[src/rtl/mant_sub_pkg.sv]
// Shared parameters and state encoding for the serial mantissa subtractor.
package mant_sub_pkg;

    localparam int WIDTH  = 24;
    localparam int SLICE  = 4;
    localparam int NSLICE = WIDTH / SLICE;
    localparam int IW     = $clog2(NSLICE);

    typedef logic [WIDTH-1:0] word_t;
    typedef logic [SLICE-1:0] slice_t;
    typedef logic [IW-1:0]    idx_t;

    typedef enum logic [1:0] {
        IDLE,
        SUB,
        NEG,
        DONE
    } state_e;

endpackage

[src/rtl/mant_subtractor_serial_if.sv]
// Operand/result handshake bundle for the serial mantissa subtractor.
interface mant_subtractor_serial_if;
    import mant_sub_pkg::*;

    logic  in_valid;
    logic  in_ready;
    word_t A;
    word_t B;
    logic  abs_mode;
    logic  out_valid;
    logic  out_ready;
    word_t Diff;
    logic  Borrow;
    logic  Zero;

    modport master (
        output in_valid, A, B, abs_mode, out_ready,
        input  in_ready, out_valid, Diff, Borrow, Zero
    );

    modport slave (
        input  in_valid, A, B, abs_mode, out_ready,
        output in_ready, out_valid, Diff, Borrow, Zero
    );

endinterface

[src/rtl/mant_subtractor_serial_cla.sv]
// 4-bit carry-lookahead adder slice, purely combinational.
module cla_slice_4bit (
    input  logic [3:0] a,
    input  logic [3:0] b,
    input  logic       cin,
    output logic [3:0] s,
    output logic       cout
);

    logic [3:0] g;
    logic [3:0] p;
    logic [3:0] c;

    assign g = a & b;
    assign p = a ^ b;

    assign c[0] = cin;
    assign c[1] = g[0] | (p[0] & cin);
    assign c[2] = g[1] | (p[1] & g[0]) | (p[1] & p[0] & cin);
    assign c[3] = g[2] | (p[2] & g[1]) | (p[2] & p[1] & g[0])
                | (p[2] & p[1] & p[0] & cin);
    assign cout = g[3] | (p[3] & g[2]) | (p[3] & p[2] & g[1])
                | (p[3] & p[2] & p[1] & g[0])
                | (p[3] & p[2] & p[1] & p[0] & cin);

    assign s = p ^ c;

endmodule

[src/rtl/mant_subtractor_serial.sv]
// Serial 24-bit mantissa subtractor: one CLA slice per clock,
// optional two's-complement pass to return |A-B|.
module mant_subtractor_serial
    import mant_sub_pkg::*;
(
    input  logic clk,
    input  logic rst,
    mant_subtractor_serial_if.slave bus
);

    state_e state_q, state_d;

    word_t opa, opb, res, res_n;
    logic  carry, abs_r, borrow_q, zero_q;
    idx_t  idx;

    slice_t a_sl, b_sl, s_sl;
    logic   cout, last;

    cla_slice_4bit u_cla (
        .a    (a_sl),
        .b    (b_sl),
        .cin  (carry),
        .s    (s_sl),
        .cout (cout)
    );

    assign last = (idx == idx_t'(NSLICE - 1));
    assign a_sl = opa[idx*SLICE +: SLICE];
    assign b_sl = opb[idx*SLICE +: SLICE];

    // res with the slice computed this cycle already merged in
    always_comb begin
        res_n = res;
        res_n[idx*SLICE +: SLICE] = s_sl;
    end

    always_ff @(posedge clk or posedge rst) begin
        if (rst) state_q <= IDLE;
        else     state_q <= state_d;
    end

    always_comb begin
        state_d = state_q;
        unique case (state_q)
            IDLE: if (bus.in_valid) state_d = SUB;
            SUB:  if (last) state_d = (!cout && abs_r) ? NEG : DONE;
            NEG:  if (last) state_d = DONE;
            DONE: if (bus.out_ready) state_d = IDLE;
            default: state_d = IDLE;
        endcase
    end

    always_ff @(posedge clk or posedge rst) begin
        if (rst) begin
            opa      <= '0;
            opb      <= '0;
            res      <= '0;
            carry    <= 1'b0;
            idx      <= '0;
            abs_r    <= 1'b0;
            borrow_q <= 1'b0;
            zero_q   <= 1'b0;
        end else begin
            unique case (state_q)
                IDLE: begin
                    if (bus.in_valid) begin
                        opa   <= bus.A;
                        opb   <= ~bus.B;
                        carry <= 1'b1;
                        idx   <= '0;
                        abs_r <= bus.abs_mode;
                    end
                end
                SUB: begin
                    res   <= res_n;
                    carry <= cout;
                    idx   <= last ? '0 : idx + 1'b1;
                    if (last) begin
                        borrow_q <= ~cout;
                        zero_q   <= (res_n == '0);
                        // negative result: reload for the two's-complement pass
                        if (!cout && abs_r) begin
                            opa   <= ~res_n;
                            opb   <= '0;
                            carry <= 1'b1;
                        end
                    end
                end
                NEG: begin
                    res   <= res_n;
                    carry <= cout;
                    idx   <= last ? '0 : idx + 1'b1;
                end
                DONE: ;
                default: ;
            endcase
        end
    end

    assign bus.in_ready  = (state_q == IDLE);
    assign bus.out_valid = (state_q == DONE);
    assign bus.Diff      = res;
    assign bus.Borrow    = borrow_q;
    assign bus.Zero      = zero_q;

endmodule

[src/flat_wrapper.sv]
// flat-port wrapper written by rule: the top's interface ports become plain ports
module mant_subtractor_serial_flat import mant_sub_pkg::*;
  (clk, rst, bus_in_valid, bus_A, bus_B, bus_abs_mode, bus_out_ready, bus_in_ready, bus_out_valid, bus_Diff, bus_Borrow, bus_Zero);
  mant_subtractor_serial_if bus_i ();
  input  logic clk;
  input  logic rst;
  input wire logic [$bits(bus_i.in_valid)-1:0] bus_in_valid;
  input wire logic [$bits(bus_i.A)-1:0] bus_A;
  input wire logic [$bits(bus_i.B)-1:0] bus_B;
  input wire logic [$bits(bus_i.abs_mode)-1:0] bus_abs_mode;
  input wire logic [$bits(bus_i.out_ready)-1:0] bus_out_ready;
  output wire logic [$bits(bus_i.in_ready)-1:0] bus_in_ready;
  output wire logic [$bits(bus_i.out_valid)-1:0] bus_out_valid;
  output wire logic [$bits(bus_i.Diff)-1:0] bus_Diff;
  output wire logic [$bits(bus_i.Borrow)-1:0] bus_Borrow;
  output wire logic [$bits(bus_i.Zero)-1:0] bus_Zero;
  assign bus_i.in_valid = bus_in_valid;
  assign bus_i.A = bus_A;
  assign bus_i.B = bus_B;
  assign bus_i.abs_mode = bus_abs_mode;
  assign bus_i.out_ready = bus_out_ready;
  assign bus_in_ready = bus_i.in_ready;
  assign bus_out_valid = bus_i.out_valid;
  assign bus_Diff = bus_i.Diff;
  assign bus_Borrow = bus_i.Borrow;
  assign bus_Zero = bus_i.Zero;
  mant_subtractor_serial u_core (.clk(clk), .rst(rst), .bus(bus_i));
endmodule
[config.mk]
export PLATFORM = sky130hd
export DESIGN_NAME = mant_subtractor_serial_flat
export DESIGN_NICKNAME = d
export VERILOG_FILES = /design/src/rtl/mant_sub_pkg.sv /design/src/rtl/mant_subtractor_serial_if.sv /design/src/rtl/mant_subtractor_serial_cla.sv /design/src/rtl/mant_subtractor_serial.sv /design/src/flat_wrapper.sv
export SDC_FILE = /design/constraint.sdc
export NUM_CORES = 1
export LEC_CHECK = 0
export CORE_MARGIN = 1
export CORE_UTILIZATION = 30
export DETAILED_ROUTE_END_ITERATION = 8
export PLACE_DENSITY = 0.53
export SLEW_MARGIN = 10
export SYNTH_ARGS = -nofsm -noshare
export SYNTH_HDL_FRONTEND = slang
export SYNTH_SLANG_ARGS = --single-unit
[constraint.sdc]
create_clock -name clk -period 3.7 [get_ports clk]
set_input_delay 0.555 -clock clk [delete_from_list [all_inputs] [get_ports clk]]
set_output_delay 0.555 -clock clk [all_outputs]
set_load 0.01 [all_outputs]
# Word-level counts from Yosys, hierarchy flattened
# Cells that the tools add are included.
dict set report totals {
  in_bits 53
  ff_bits 81
  elab_cells 92
  output_inout_bits 28
}
dict set report op_classes {
  n_eq_ne 9
  n_bitwise 32
  n_mux 22
  add_sub_neg 2
  n_reduce_logical 14
  shifts 4
}
# operator count
set ops {}
lappend ops {{$mux W24} 6}
lappend ops {{$pmux W24 S2} 2}
lappend ops {{$not A24 Y24} 2}
lappend ops {{$shiftx A24 B6 Y4} 2}
lappend ops {{$neg A5 Y34} 1}
lappend ops {{$shift A4 B34 Y24 const A} 1}
lappend ops {{$shiftx A4 B34 Y24} 1}
lappend ops {{$bwmux W24} 1}
lappend ops {{$logic_not A24 Y1} 1}
lappend ops {{$and A1 B1 Y1} 16}
lappend ops {{$or A1 B1 Y1} 10}
lappend ops {{$mux W2} 4}
lappend ops {{$pmux W2 S4} 1}
lappend ops {{$reduce_and A2 Y1} 4}
lappend ops {{$reduce_and A4 Y1} 2}
lappend ops {{$xor A4 B4 Y4} 2}
lappend ops {{$mux W3} 2}
lappend ops {{$ne A2 B1 Y1 const B} 3}
lappend ops {{$pmux W3 S2} 1}
lappend ops {{$and A4 B4 Y4} 1}
lappend ops {{$eq A2 B2 Y1 const B} 2}
lappend ops {{$mux W1} 4}
lappend ops {{$ne A2 B2 Y1 const B} 2}
lappend ops {{$reduce_bool A2 Y1} 2}
lappend ops {{other kinds (10)} 10}

# Logic depth before layout (Yosys ltp)
# Gate-level depths: netlist of run 1.
dict set report depth {
  ltp_word 13
  mapped_depth 14
  mapped_depth_nobuf 10
}

# Modules after synthesis
# From an unflattened synthesis of run 1, not the netlist that was laid out.
dict set report hier_totals {
  hier_cells 439
  hier_area_um2 4460.5
}
# module seq_area_each_um2 area_per_inst_um2 cells_each n_inst
set modules_own_cells {}
lappend modules_own_cells {mant_subtractor_serial 2026.9 4312.9 422 1}
lappend modules_own_cells {cla_slice_4bit 0.0 147.6 17 1}

# Worst setup path after synthesis of run 1
# No wires, ideal clock.
dict set report synth_path {
  kind {register to register}
  from {register u_core.idx[0]}
  to {register u_core.opb[0]}
  slack_ps 527
  setup_time_ps 137
  path_stages_with_launch 15
  synth_period_minus_slack_ps 3173
  t_required_ps 3563
  path_buffers 4
  arrival_ps 3036
  cell_sequence {dfrtp_1 -> buf_2 -> buf_2 -> mux4_2 -> nand2_1 -> o21ai_0 -> ha_1 -> a21oi_2 -> a21boi_2 -> o21a_2 -> o31a_1 -> buf_6 -> buf_2 -> nand2_1 -> o31ai_2}
}
dict set report synth_via {
  elab_chain_len 11
  elab_cells_between_ends 21
  classes_between {eq/ne (3); shift (2); bitwise (13); reduce/logical (3)}
}
# item line
set synth_lines {}
lappend synth_lines {{start: declaration} mant_subtractor_serial.sv:15} ;# idx_t idx;
lappend synth_lines {{start signal: assignment} mant_subtractor_serial.sv:78} ;# idx <= last ? '0 : idx + 1'b1;
lappend synth_lines {{start signal: assignment} mant_subtractor_serial.sv:93} ;# idx <= last ? '0 : idx + 1'b1;
lappend synth_lines {{$shiftx A24 B6 Y4 (on tied branches)} {mant_subtractor_serial.sv:29, mant_subtractor_serial.sv:30}}
lappend synth_lines {{$xor A4 B4 Y4 / $and A4 B4 Y4 (equally long branches)} {mant_subtractor_serial_cla.sv:15, mant_subtractor_serial_cla.sv:14}}
lappend synth_lines {{$and A1 B1 Y1 (on tied branches)} {mant_subtractor_serial_cla.sv:22, mant_subtractor_serial_cla.sv:23, mant_subtractor_serial_cla.sv:24}}
lappend synth_lines {{$or A1 B1 Y1 (tied with other cells) (2 in a row)} mant_subtractor_serial_cla.sv:22} ;# assign cout = g[3] | (p[3] & g[2]) | (p[3] & p[2] & g[1])
lappend synth_lines {{$or A1 B1 Y1 / $and A1 B1 Y1 (equally long branches)} {mant_subtractor_serial_cla.sv:23, mant_subtractor_serial_cla.sv:24}}
lappend synth_lines {{$or A1 B1 Y1} mant_subtractor_serial_cla.sv:24} ;# | (p[3] & p[2] & p[1] & p[0] & cin);
lappend synth_lines {{$logic_not A1 Y1} mant_subtractor_serial.sv:83} ;# if (!cout && abs_r) begin
lappend synth_lines {{$logic_and A1 B1 Y1} mant_subtractor_serial.sv:83}
lappend synth_lines {{$ne A2 B1 Y1 (no source line)} -}
lappend synth_lines {{$reduce_and A4 Y1 (no source line) (*)} -}
lappend synth_lines {{end signal: assignment} mant_subtractor_serial.sv:69} ;# opb <= ~bus.B;
lappend synth_lines {{end: declaration} mant_subtractor_serial.sv:13} ;# word_t opa, opb, res, res_n;
# Every way passes the cells marked *; elsewhere a longest branch is shown, timed or not.
# A chain may end at the register's enable or synchronous reset.

# Worst setup path in the final report of run 1
dict set report layout_path {
  from {register u_core.idx[0]}
  to {register u_core.opa[15]}
}
dict set report layout_via {
  elab_chain_len 13
  elab_cells_between_ends 45
  classes_between {add/sub (1); eq/ne (3); shift (4); mux (4); bitwise (30); reduce/logical (3)}
}
# item line
set layout_lines {}
lappend layout_lines {{$shiftx A24 B6 Y4 (on tied branches)} {mant_subtractor_serial.sv:29, mant_subtractor_serial.sv:30}}
lappend layout_lines {{$xor A4 B4 Y4 / $and A4 B4 Y4 (equally long branches)} {mant_subtractor_serial_cla.sv:15, mant_subtractor_serial_cla.sv:14}}
lappend layout_lines {{$and A1 B1 Y1 (on tied branches)} {mant_subtractor_serial_cla.sv:20, mant_subtractor_serial_cla.sv:21}}
lappend layout_lines {{$or A1 B1 Y1 (tied with other cells)} mant_subtractor_serial_cla.sv:20} ;# assign c[3] = g[2] | (p[2] & g[1]) | (p[2] & p[1] & g[0])
lappend layout_lines {{$or A1 B1 Y1 / $and A1 B1 Y1 (equally long branches)} {mant_subtractor_serial_cla.sv:20, mant_subtractor_serial_cla.sv:21}}
lappend layout_lines {{$or A1 B1 Y1} mant_subtractor_serial_cla.sv:21} ;# | (p[2] & p[1] & p[0] & cin);
lappend layout_lines {{$xor A4 B4 Y4} mant_subtractor_serial_cla.sv:26} ;# assign s = p ^ c;
lappend layout_lines {{$shiftx A4 B34 Y24} mant_subtractor_serial.sv:35} ;# res_n[idx*SLICE +: SLICE] = s_sl;
lappend layout_lines {{$bwmux W24} mant_subtractor_serial.sv:35}
lappend layout_lines {{$not A24 Y24} mant_subtractor_serial.sv:84} ;# opa <= ~res_n;
lappend layout_lines {{$mux W24} mant_subtractor_serial.sv:83}
lappend layout_lines {{$mux W24} mant_subtractor_serial.sv:79} ;# if (last) begin
lappend layout_lines {{$pmux W24 S2} mant_subtractor_serial.sv:65} ;# unique case (state_q)
lappend layout_lines {{end signal: assignment} mant_subtractor_serial.sv:68} ;# opa <= bus.A;
lappend layout_lines {{end signal: assignment} mant_subtractor_serial.sv:84}
lappend layout_lines {{end: declaration} mant_subtractor_serial.sv:13}
# Several ways; a longest one is shown, not always the timed one. The select of a mux whose other input is x is not followed.

==> results of run 1 <==
==> placed cells by master (no fill, tap or decap), drive strengths merged, types with 4 or more instances in the layout <==
cell type	instances
dfrtp	81
clkdlybuf4s50	80
nand2	77
o21ai	51
mux2i	41
o31ai	30
a21oi	29
nor2	28
buf	17
ha	13
inv	11
clkbuf	10
mux4	8
nand3	6
mux2	5
o31a	5
nor3	5
clkinv	5
nand2b	4
==> what timing repair did <==
item	CTS	global route
buffers inserted	0	0
hold endpoints to repair	0	0
hold buffers	0	0
endpoints found under the setup margin	0	2
==> worst reg2reg max path: stages, from the launching register on <==
cell and delay, ns:
dfrtp_1 0.49, buf_4 0.23, mux4_2 0.51, nand2_1 0.08
o21ai_0 0.09, ha_1 0.40, nand3_1 0.15, a21boi_2 0.20
o21a_2 0.24, o31a_2 0.23, buf_4 0.34, mux2_2 0.38
==> path summary, 6_finish.rpt <==
kind	from	endpoint	slack (ns)	cells past startpoint
max	u_core.idx[0]$_DFFE_PP0P_	u_core.opa[15]$_DFFE_PP0P_	0.25	11
min	u_core.opb[19]$_DFFE_PP0P_	u_core.opb[19]$_DFFE_PP0P_	0.48	2
max reg2reg	u_core.idx[0]$_DFFE_PP0P_	u_core.opa[15]$_DFFE_PP0P_	0.25	11
min reg2reg	u_core.opb[19]$_DFFE_PP0P_	u_core.opb[19]$_DFFE_PP0P_	0.48	2
max in group asynchronous	rst	u_core.opa[4]$_DFFE_PP0P_	2.30	3
min in group asynchronous	rst	u_core.opa[20]$_DFFE_PP0P_	0.63	2
==> report_power, final <==
group | total, mW | leakage, nW | internal, mW | switching [mW]
clock | 0.919 | 0.145 | 0.542 | 0.377
sequential | 1.61 | 0.985 | 1.27 | 0.346
combinational | 3.43 | 1.40 | 1.44 | 1.99
total | 5.96 | 2.53 | 3.25 | 2.71
==> final cells by class <==
cell class | instances | area share
Multi-Input combinational cell | 343 | 0.3996
Tap cell | 184 | 0.03902
Timing Repair Buffer | 97 | 0.1574
Clock buffer | 10 | 0.04051
Clock inverter | 6 | 0.01145
Inverter | 13 | 0.008484
Sequential cell | 81 | 0.3436
==> metrics by stage <==
| stage | TNS, ns | hold WS [ns] | cells | util |
|---|---|---|---|---|
| detailed placement | 0 | 0.4664 | 718 | 0.3805 |
| global route | -0.02371 | 0.5021 | 734 | 0.4013 |
| CTS | 0 | 0.4802 | 734 | 0.4013 |
| global placement | 0 | 0.4614 | 718 | 0.3805 |
| floorplan | 0 | 0.4432 | 467 | - |
| finish | 0 | 0.4759 | 734 | 0.4013 |
==> cell families after synthesis <==
logic type      after synthesis
fa+ha+maj                    14
flops                        81
simple gates                142
buf+inv                      43
xor+xnor                      3
mux                          54
compound gates              130
==> routing by layer <==
layer / track usage / part of all wire / vias to the layer above / wire (um)
met3: 0.03680 / 0.044 / 17 / 580
met5: 0 / 0 / - / 0
li1: - / - / 1833 / -
met2: 0.2729 / 0.45 / 111 / 5943
met4: 0.05595 / 0.017 / 0 / 224
met1: 0.2410 / 0.49 / 1844 / 6445
==> sequential cells by signal (all words and copies together), names as in the netlist <==
signal / cells
u_core.abs_r: 1
u_core.bus.Borrow: 1
u_core.bus.Diff: 24
u_core.bus.Zero: 1
u_core.carry: 1
u_core.idx: 3
u_core.opa: 24
u_core.opb: 24
u_core.state_q: 2
==> flow_metrics.py, run 1 <==
metrics = {
    "run_status": {
        "status": "complete, but fails checks",
        "violations": "DRC",
    },
    "yosys": {
        "syn_nets": 534,
        "yosysMostFrequentCell": "dfrtp_1",
        "synth_common_cells": "dfrtp_1, nand2_1, o21ai_0",
        "ys_warn_count": 0,
        "synth_top_area_share": 0.4424,
        "synthAdderAreaFrac": 0.03987,
        "async_flop_share": 1.000,
        "synth-main-ff-cell": "dfrtp_1",
        "ys_ff_latch": 81,
        "synthSimpleGateAreaFrac": 0.1455,
        "synthDistinctLibCells": 57,
        "synth-edff-count": 0,
        "synth_compound_area_frac": 0.1805,
        "synth_xor_area_frac": 0.005735,
        "synthCells": 467,
        "synth-seq-area-share": 0.4424,
        "syn_area_um2": 4582,
        "yosys-top-cells-area": "dfrtp_1, mux2i_1, nand2_1",
        "synthMuxAreaShare": 0.1420,
        "synth_top_area_cell": "dfrtp_1",
        "synth_top_family_by_area": "compound AO/OA/AOI/OAI gates",
        "postSynthAreaPerCell_um2": 9.811,
    },
    "route": {
        "first_pass_iters": 7,
        "drtIter0Drc": 241,
        "viasPerCell": 5.184,
        "detail_route.wl_per_cell_um": 17.98,
        "route.antenna.remaining_nets": 0,
        "drcViolationCount": 2,
        "routed_wl_mm": 13.19,
        "vias": 3805,
    },
    "global_routing": {
        "antenna_found_initial": 0,
        "grt_first_pass_wirelength_mm": 20.93,
        "grt_max_degree": 52,
        "grt_pass1_vias": 3899,
        "grtUsageTotal": 0.1747,
        "gr-total-overflow": 0,
    },
    "timing": {
        "worst_slack_ns": 0.2469,
        "setup_viol": 0,
        "min_period_ns": 3.453,
        "slew_viol_final": 0,
        "layout_worst_path_cycle_share": 0.9333,
        "max_slew.worst_pin.slew_ns": 0.7480,
        "skew_ns": 0.005313,
        "relSlewSlack": 0.5013,
        "hold_viol": 0,
        "grt_setup_unrepaired": "yes",
        "clock.fmax_mhz": 289.6,
    },
    "floorplan": {
        "fp-row-count": 44,
        "pin_count": 81,
        "die_h_um": 125.6,
        "start_util": 0.3117,
        "die_area_um2": 15770,
        "coreArea_um2": 14700,
        "fp.dieW_um": 125.6,
    },
    "cells_and_area": {
        "multi_input_area_um2": 2357,
        "antennaDiodeCount": 0,
        "fin_nets": 612,
        "final_cell_area_um2": 5899,
        "syn_to_final_growth_pct": 28.75,
        "fillers": 1489,
        "drive_gt1_frac": 0.1200,
        "regArea_um2": 2027,
    },
    "power": {
        "power.total_mw": 5.964,
        "p_per_area_nw_per_um2": 1011,
        "peakVddDrop_uv": 459.0,
        "p_leak_nw": 2.530,
    },
    "critical_path": {
        "endpoint_kind": "flop",
        "path_buf_inv": 2,
        "setup.worst_path.start_class": "flop",
        "slowest_stage": "mux4_2",
        "worst_path_most_repeated_cell": "buf_4",
        "path_class": "flop to flop",
        "cp.arrival_ns": 3.68,
        "crit_required_ns": 3.93,
        "path_delay_family": "multiplexers",
        "critical_path.cell_chain": "buf_4, mux4_2, nand2_1, o21ai_0, ha_1, nand3_1, a21boi_2, o21a_2, o31a_2, buf_4, mux2_2",
        "max_stage_delay_ns": 0.51,
        "crit_path_max_fanout": 39,
    },
    "clock_network": {
        "clk_latency_ns": 0.35,
        "cts_made_buffers": 9,
        "cts_buffer_depth": 2,
        "cts_root_buffer": "clkbuf_16",
        "clk_pin_slew_ns": 0.06,
        "cts_sinks": 81,
        "cts_tree": "done",
        "htree_levels": 3,
        "cts_resized": 0,
    },
    "flow_run": {
        "maxCapViolations": 0,
    },
    "placement": {
        "dp_hpwl_mm": 9.829,
        "dp_worst_setup_slack_ns": 0.2553,
        "gp_congestion": 0.8657,
        "dpl_cell_area_um2": 5593,
        "io_buffers": 80,
    },
    "hold_path": {
        "hp-class": "flop to flop",
    },
}
(Power assumes the default switching activity.)
==> run 2: changes to the inputs <==
--- a/config.mk
+++ b/config.mk
@@ -8,6 +8,7 @@
 export CORE_MARGIN = 1
 export CORE_UTILIZATION = 30
 export DETAILED_ROUTE_END_ITERATION = 8
+export GPL_TIMING_DRIVEN = 0
 export PLACE_DENSITY = 0.53
 export SLEW_MARGIN = 10
 export SYNTH_ARGS = -nofsm -noshare
==> run 2 against run 1 <==
Net effect: the run still ends with DRC left; combinational power increased by 4%; largest cell class unchanged; global-route usage increased by 1.5 points; critical path type unchanged; setup slack got worse by 0.050 ns.
==> flow_metrics.py, run 2 (synthesis gave the netlist of run 1 again) <==
metrics = {
    "cells_and_area": {
        "final_cell_area_um2": 5979,
        "drive_gt1_frac": 0.1307,
        "mostFrequentLayoutCell": "dfrtp_1",
        "fin_nets": 628,
        "layout_common_cells": "dfrtp_1, clkdlybuf4s50_1, nand2_1",
        "antennaDiodeCount": 0,
        "fillers": 1461,
        "syn_to_final_growth_pct": 30.50,
    },
    "critical_path": {
        "worst_path_most_repeated_cell": "o21ai_0",
        "ff2ff_setup_slack_ns": 0.20,
        "path_class": "flop to flop",
        "rr_endpoint": "u_core.bus.Zero$_DFFE_PP0P_",
        "setup.worst_path.start_class": "flop",
        "cp.arrival_ns": 3.76,
        "rr_worst_depth": 13,
        "max_stage_delay_ns": 0.54,
        "endpoint_kind": "flop",
        "crit_required_ns": 3.95,
        "r2r-start": "u_core.idx[0]$_DFFE_PP0P_",
        "crit_end": "u_core.bus.Zero$_DFFE_PP0P_",
        "slowest_stage": "mux4_2",
        "crit_start": "u_core.idx[0]$_DFFE_PP0P_",
        "critical_path.cell_chain": "buf_2, buf_6, mux4_2, nand2_1, o21ai_0, ha_2, nand3_1, a21boi_2, o21a_2, or2_0, clkbuf_1, o21ai_0, o31ai_2",
        "crit_path_max_fanout": 10,
    },
    "global_routing": {
        "gr-total-overflow": 0,
        "grt_first_pass_wirelength_mm": 22.58,
        "antenna_found_initial": 0,
        "grt_pass1_vias": 4078,
        "grtUsageTotal": 0.1896,
        "grt_max_degree": 51,
    },
    "timing": {
        "layout_worst_path_cycle_share": 0.9468,
        "hold_viol": 0,
        "slew_viol_final": 0,
        "relSlewSlack": 0.5574,
        "setup_viol": 0,
        "grt_setup_unrepaired": "no",
        "min_period_ns": 3.503,
        "clock.fmax_mhz": 285.5,
        "max_slew.worst_pin.slew_ns": 0.6639,
        "holdWs_ns": 0.4736,
        "skew_ns": 0.008191,
    },
    "floorplan": {
        "die_h_um": 125.6,
        "fp-row-count": 44,
        "coreArea_um2": 14700,
        "fp.dieW_um": 125.6,
        "pin_count": 81,
        "die_area_um2": 15770,
        "start_util": 0.3117,
    },
    "power": {
        "p_int_mw": 3.201,
        "p_clk_frac": 0.143,
        "p_leak_nw": 2.554,
        "p_sw_frac": 0.4662,
        "pwr-share-seq": 0.262,
        "p_per_area_nw_per_um2": 1003,
        "peakVddDrop_uv": 395.9,
        "power.total_mw": 5.997,
        "comb_power_share": 0.596,
        "power_switching_mw": 2.796,
    },
    "clock_network": {
        "cts_hold_buf": 0,
        "cts_tree": "done",
        "clk_latency_ns": 0.35,
        "htree_levels": 3,
        "cts_made_buffers": 9,
        "cts_root_buffer": "clkbuf_16",
        "clk_pin_slew_ns": 0.06,
        "cts_sinks": 81,
        "cts_buffer_depth": 2,
    },
    "hold_path": {
        "hp-class": "flop to flop",
        "min_from": "u_core.opb[11]$_DFFE_PP0P_",
    },
    "placement": {
        "dp_hpwl_mm": 10.65,
        "dpl_cell_area_um2": 5643,
        "io_buffers": 80,
        "gp_congestion": 0.8914,
    },
    "route": {
        "vias": 3904,
        "drcViolationCount": 2,
        "first_pass_iters": 6,
        "drtIter0Drc": 221,
        "viasPerCell": 5.205,
        "routed_wl_mm": 14.00,
        "detail_route.wl_per_cell_um": 18.66,
        "route.antenna.remaining_nets": 0,
    },
    "run_status": {
        "violations": "DRC",
        "status": "complete, but fails checks",
    },
    "flow_run": {
        "maxCapViolations": 0,
    },
}
==> run 2: cell types whose count changed in the layout (fill, tap and decap cells not counted), moves of 2 or more <==
cell / delta
buf_4: -13
buf_2: +12
clkbuf_1: +10
buf_6: +3
clkbuf_2: +2
==> run 2: what timing repair did <==
action,in CTS,in global routing
setup buffers,0,2
resized for setup,4,7
pin swaps,0,1
gates cloned,0,0
setup endpoints to repair,37,47
hold endpoints to repair,0,0
==> run 2: power by group through the flow <==
stage	Clock, mW	Combinational, mW	Sequential, mW
2_1_floorplan	0	2.32	1.53
3_3_place_gp	0	3.43	1.56
3_5_place_dp	0	3.49	1.58
4_1_cts	0.870	3.57	1.57
5_1_grt	0.908	3.95	1.63
6_report	0.856	3.57	1.57
==> run 2: worst min path at each step <==
stage / end / slack [ns] / cells after the start
final: u_core.opb[11]$_DFFE_PP0P_ / 0.47 / 2
after global routing: u_core.opb[11]$_DFFE_PP0P_ / 0.50 / 2
after CTS: u_core.opb[13]$_DFFE_PP0P_ / 0.48 / 2
after detailed placement: u_core.opb[13]$_DFFE_PP0P_ / 0.46 / 2
after global placement: u_core.opb[8]$_DFFE_PP0P_ / 0.45 / 2
after floorplan: u_core.opb[10]$_DFFE_PP0P_ / 0.44 / 2
==> run 2: metal layers <==
metal	global-route usage	part of all wire	vias up
li1	-	-	1870
met1	0.2605	0.47	1902
met2	0.2961	0.46	112
met3	0.03124	0.044	20
met4	0.07819	0.024	0
met5	0	0	-
==> run 2: layout make-up <==
| cell class | count | area, um^2 | area share |
|---|---|---|---|
| timing repair buffer | 83 | 843.3 | 0.1410 |
| inverter | 13 | 51.30 | 0.008579 |
| tap | 184 | 230.2 | 0.03850 |
| clock inverter | 6 | 42.54 | 0.007114 |
| buffer | 30 | 163.9 | 0.02741 |
| clock buffer | 10 | 239.0 | 0.03997 |
| multi-input combinational | 343 | 2382 | 0.3984 |
| sequential | 81 | 2027 | 0.3390 |
==> run 2: through the flow <==
| step | setup TNS (ns) | instances | util | setup WS (ns) |
|---|---|---|---|---|
| after floorplan | 0 | 467 | - | 0.5269 |
| after global placement | -24.74 | 731 | 0.3819 | -0.3072 |
| after detailed placement | -0.6552 | 732 | 0.3839 | -0.1960 |
| after CTS | 0 | 748 | 0.4043 | 0.01660 |
| after global routing | 0 | 750 | 0.4068 | 0.002804 |
| final | 0 | 750 | 0.4068 | 0.1969 |
==> run 2: critical path, delay by kind of cell, from the launching register on <==
kind / cells / cell delay (ns)
AOI/OAI and AO/OA: 5 / 0.98
buffers and inverters: 3 / 0.73
muxes: 1 / 0.54
adders and majority gates: 1 / 0.43
DFF: 1 / 0.38
and+or+nand+nor: 3 / 0.34
